===== src/rtl/irq_pending.sv =====
// Interrupt pending/arbitration stage: sticky edge-detected pending bits, a software mask,
// and a REQ/ACK/EOI handshake driven by an external priority encoder result.
module irq_pending #(
    parameter int unsigned N_IRQ     = 4,
    parameter int unsigned IDX_WIDTH = $clog2(N_IRQ)
) (
    input  logic                 CLK,
    input  logic                 RST,
    input  logic [N_IRQ-1:0]     IRQ_IN,
    input  logic                 MASK_WE,
    input  logic [N_IRQ-1:0]     MASK_DATA,
    output logic [N_IRQ-1:0]     MASK,
    output logic [N_IRQ-1:0]     PENDING,
    output logic [N_IRQ-1:0]     ACTIVE,
    input  logic [IDX_WIDTH-1:0] ENC_IDX,
    output logic                 IRQ_REQ,
    output logic [IDX_WIDTH-1:0] IRQ_ID,
    input  logic                 IRQ_ACK,
    input  logic                 IRQ_EOI,
    output logic                 IN_SERVICE
);

    typedef enum logic [1:0] {StIdle, StReq, StService} state_e;

    state_e                 r_state;
    state_e                 w_state_next;
    logic [N_IRQ-1:0]       r_prev;
    logic [N_IRQ-1:0]       r_pending;
    logic [N_IRQ-1:0]       r_mask;
    logic [IDX_WIDTH-1:0]   r_irq_id;

    logic [N_IRQ-1:0]       w_edge;
    logic [N_IRQ-1:0]       w_clr;
    logic [N_IRQ-1:0]       w_active;
    logic                   w_ack_taken;
    logic                   w_capture;

    assign w_edge      = IRQ_IN & ~r_prev;
    assign w_active    = r_pending & r_mask;
    assign w_ack_taken = (r_state == StReq) && IRQ_ACK;
    assign w_capture   = (r_state == StIdle) && (w_active != '0);

    always_comb begin
        w_clr = '0;
        if (w_ack_taken) begin
            w_clr[r_irq_id] = 1'b1;
        end
    end

    always_comb begin
        w_state_next = r_state;
        case (r_state)
            StIdle:    if (w_active != '0) w_state_next = StReq;
            StReq:     if (IRQ_ACK)        w_state_next = StService;
            StService: if (IRQ_EOI)        w_state_next = StIdle;
            default:                       w_state_next = StIdle;
        endcase
    end

    // prev resets to all-ones so lines already high at reset release raise no edge
    always_ff @(posedge CLK) begin
        if (RST) begin
            r_state   <= StIdle;
            r_prev    <= '1;
            r_pending <= '0;
            r_mask    <= '0;
            r_irq_id  <= '0;
        end else begin
            r_state   <= w_state_next;
            r_prev    <= IRQ_IN;
            // a new edge on the bit being acknowledged survives the clear
            r_pending <= (r_pending & ~w_clr) | w_edge;
            if (MASK_WE) begin
                r_mask <= MASK_DATA;
            end
            if (w_capture) begin
                r_irq_id <= ENC_IDX;
            end
        end
    end

    assign MASK       = r_mask;
    assign PENDING    = r_pending;
    assign ACTIVE     = w_active;
    assign IRQ_ID     = r_irq_id;
    assign IRQ_REQ    = (r_state == StReq);
    assign IN_SERVICE = (r_state == StService);

endmodule


===== config.mk =====
export PLATFORM = sky130hd
export DESIGN_NAME = irq_pending
export DESIGN_NICKNAME = d
export VERILOG_FILES = /design/src/rtl/irq_pending.sv
export SDC_FILE = /design/constraint.sdc
export NUM_CORES = 1
export LEC_CHECK = 0
export BUFFER_PORTS_ARGS = -buffer_cell sky130_fd_sc_hd__clkbuf_2
export CORE_MARGIN = 2
export CORE_UTILIZATION = 43
export DETAILED_ROUTE_END_ITERATION = 12
export HOLD_SLACK_MARGIN = 0.08
export PLACE_DENSITY_LB_ADDON = 0.1
export SLEW_MARGIN = 5
export SYNTH_ARGS = -nofsm -noshare
export SYNTH_HDL_FRONTEND = slang
export SYNTH_SLANG_ARGS = --single-unit

===== constraint.sdc =====
create_clock -name CLK -period 1.4 [get_ports CLK]
set_input_delay 0.21 -clock CLK [delete_from_list [all_inputs] [get_ports CLK]]
set_output_delay 0.21 -clock CLK [all_outputs]
set_load 0.05 [all_outputs]

==> flow_summary.json <==
{
  "dr.pass1.iters": 4,
  "viasPerCell": 4.89,
  "critPathMaxStageDelay_ps": 410,
  "drt_iter0_drc": 10,
  "clk_pin_slew_worst_paths_ps": 90,
  "final_net_count": 114,
  "numCtsBuffers": 3,
  "worstPathCellList": "and2b_1 -> clkbuf_4",
  "syn_area_um2": 653,
  "finalHoldViolCount": 0,
  "dr_total_vias": 553,
  "relSlewSlack": 0.790,
  "grt_max_degree": 19,
  "die-area_um2": 1850,
  "final_cell_mix": "28 x clkbuf_2, 12 x dfxtp_1, 8 x nand2b_1, 6 x mux2i_1",
  "fin_skew_ps": 5.40,
  "clkPwrFrac": 0.260,
  "fp.dieH_um": 43.0,
  "grt_overflow": 0,
  "fmax_mhz": 755,
  "internal_power_mw": 0.639,
  "core_area_um2": 1470,
  "crit_required_ps": 1190,
  "ys_warn_count": 0,
  "reg2reg_slack_ps": 280,
  "cts_tree": "done",
  "setup_viol": 0,
  "antenna_found_initial": 0,
  "slew_violations": 0,
  "start_kind": "flip-flop",
  "cp_top_family": "flip-flops",
  "root_buffer": "clkbuf_4",
  "dieWidth_um": 43.0,
  "hp-start": "IRQ_IN[3]",
  "syn_avg_cell_area_um2": 9.90,
  "path_buf_inv": 1,
  "clkLatencyLatePin_ps": 280,
  "htree_levels": 1,
  "yosysSeqAreaShare": 0.490,
  "hp-class": "in -> reg",
  "place_ws_ps": 268,
  "power_density_nw_per_um2": 1070,
  "crit_path_start": "r_state[0]",
  "wl_um": 1360,
  "status": "completed",
  "yosys_register_bits": 16,
  "leakage_nw": 0.403,
  "cpMaxStageDelayCell": "dfxtp_2",
  "drive_above_1_share": 0.474,
  "num-fill-cells": 157,
  "r2r-start": "MASK[1]",
  "area_growth_pct": 30.1,
  "drv_cap": 0,
  "fin_crit_sh": 0.946,
  "rsz0062_at_grt": "false",
  "setup_slack_ps": 75.6,
  "switching_share": 0.295,
  "diodes": 0,
  "seq_power_share": 0.553,
  "synth_nets": 81,
  "ys_types": 22,
  "critPathMaxFanout": 7,
  "grt_pass1_vias": 525,
  "synthCells": 66,
  "fin_tns_setup_ps": 0,
  "portBuffers": 30,
  "wl_per_cell_um": 12.0,
  "crit_path_end_kind": "output port",
  "post_cts_buffers": 0,
  "num_rows": 14,
  "cts_sinks": 16,
  "final_common_cell": "clkbuf_2",
  "gp_congestion": 0.692,
  "grt_pass1_wl_um": 2100,
  "clockBufferDepth": 2,
  "cp.arrival_ps": 1110,
  "combPwrFrac": 0.187,
  "ioPinCount": 31,
  "drcViolationCount": 0,
  "ant_nets": 0,
  "p_switching_mw": 0.267,
  "worst_pin_slew_ps": 314,
  "postCtsHoldBufs": 0,
  "ir_drop_mv": 0.567,
  "initial_core_util": 0.444,
  "crit_type": "reg -> out",
  "period_needed_ps": 1320,
  "grtUsageTotal": 0.157
}
==> power by group through the flow <==
stage               Sequential, mW  Clock, mW  Combinational [mW]
finish                       0.501      0.236               0.170
global route                 0.504      0.259               0.182
CTS                          0.500      0.247               0.171
detailed placement           0.510          0               0.170
global placement             0.510          0               0.168
floorplan                    0.559          0              0.0688
==> synth_stat cells <==
| cell type | n | area (um^2) |
|---|---|---|
| a2111oi_2 | 1 | 15.0 |
| a21oi_1 | 4 | 20.0 |
| a22oi_1 | 1 | 7.51 |
| a22oi_2 | 1 | 12.5 |
| a311oi_2 | 1 | 15.0 |
| and2_1 | 1 | 6.26 |
| and2_2 | 1 | 7.51 |
| and2b_1 | 1 | 7.51 |
| and4b_1 | 1 | 10.0 |
| buf_2 | 1 | 5.00 |
| clkbuf_1 | 1 | 3.75 |
| dfxtp_1 | 16 | 320 |
| inv_1 | 4 | 15.0 |
| mux2i_1 | 6 | 60.1 |
| nand2_1 | 2 | 7.51 |
| nand2b_1 | 8 | 50.1 |
| nand4b_1 | 1 | 8.76 |
| nand4bb_1 | 1 | 11.3 |
| nor2_1 | 5 | 18.8 |
| nor2b_1 | 1 | 6.26 |
| o21ai_0 | 4 | 20.0 |
| or2_2 | 4 | 25.0 |
==> metal layers <==
| layer | vias to the layer above | share of wire | global-route usage |
|---|---|---|---|
| li1 | 289 | - | - |
| met1 | 245 | 0.44 | 0.172 |
| met2 | 17 | 0.49 | 0.270 |
| met3 | 2 | 0.052 | 0.0255 |
| met4 | 0 | 0.013 | 0.109 |
| met5 | - | 0 | 0 |
==> registers in the layout (all words and copies together), names as in the netlist <==
name / flops
PENDING: 4
IRQ_ID: 2
r_prev: 4
r_state: 2
MASK: 4
==> cell families after synthesis <==
| kind of cell | Yosys count | synth area share |
|---|---|---|
| buf+inv | 6 | 0.0364 |
| simple gates | 26 | 0.243 |
| flops | 16 | 0.490 |
| compound gates | 12 | 0.138 |
| mux | 6 | 0.0920 |
==> final cells by class <==
type	count	area, um^2	share of cell area
inverters	4	15.0	0.0177
well taps	16	20.0	0.0236
repair buffers	30	155	0.183
clock buffers	3	22.5	0.0265
flip-flops and latches	16	325	0.383
multi-input cells	44	312	0.367
==> stage by stage <==
stage                      util  instance area [um^2]  total power, mW  instances  hold WS, ps
after floorplan               -                   658            0.628         66          290
after global placement    0.557                   820            0.677        110          415
after detailed placement  0.557                   820            0.680        110          418
after CTS                 0.577                   848            0.919        113          116
after global routing      0.577                   850            0.945        113          135
final                     0.577                   850            0.906        113          127
==> worst paths after layout <==
path / end / cells after the start
setup / recovery: IN_SERVICE / 2
setup reg to reg: IRQ_ID[1] / 3
hold / removal: r_prev[3] / 2
hold reg to reg: r_state[0] / 1
==> repair_timing <==
action / 4_1_cts / 5_1_grt
gates resized for setup: 3 / 1
cloned: 0 / 0
endpoints found under the setup margin: 2 / 1
No activity file was read; power rests on OpenSTA's default activity.
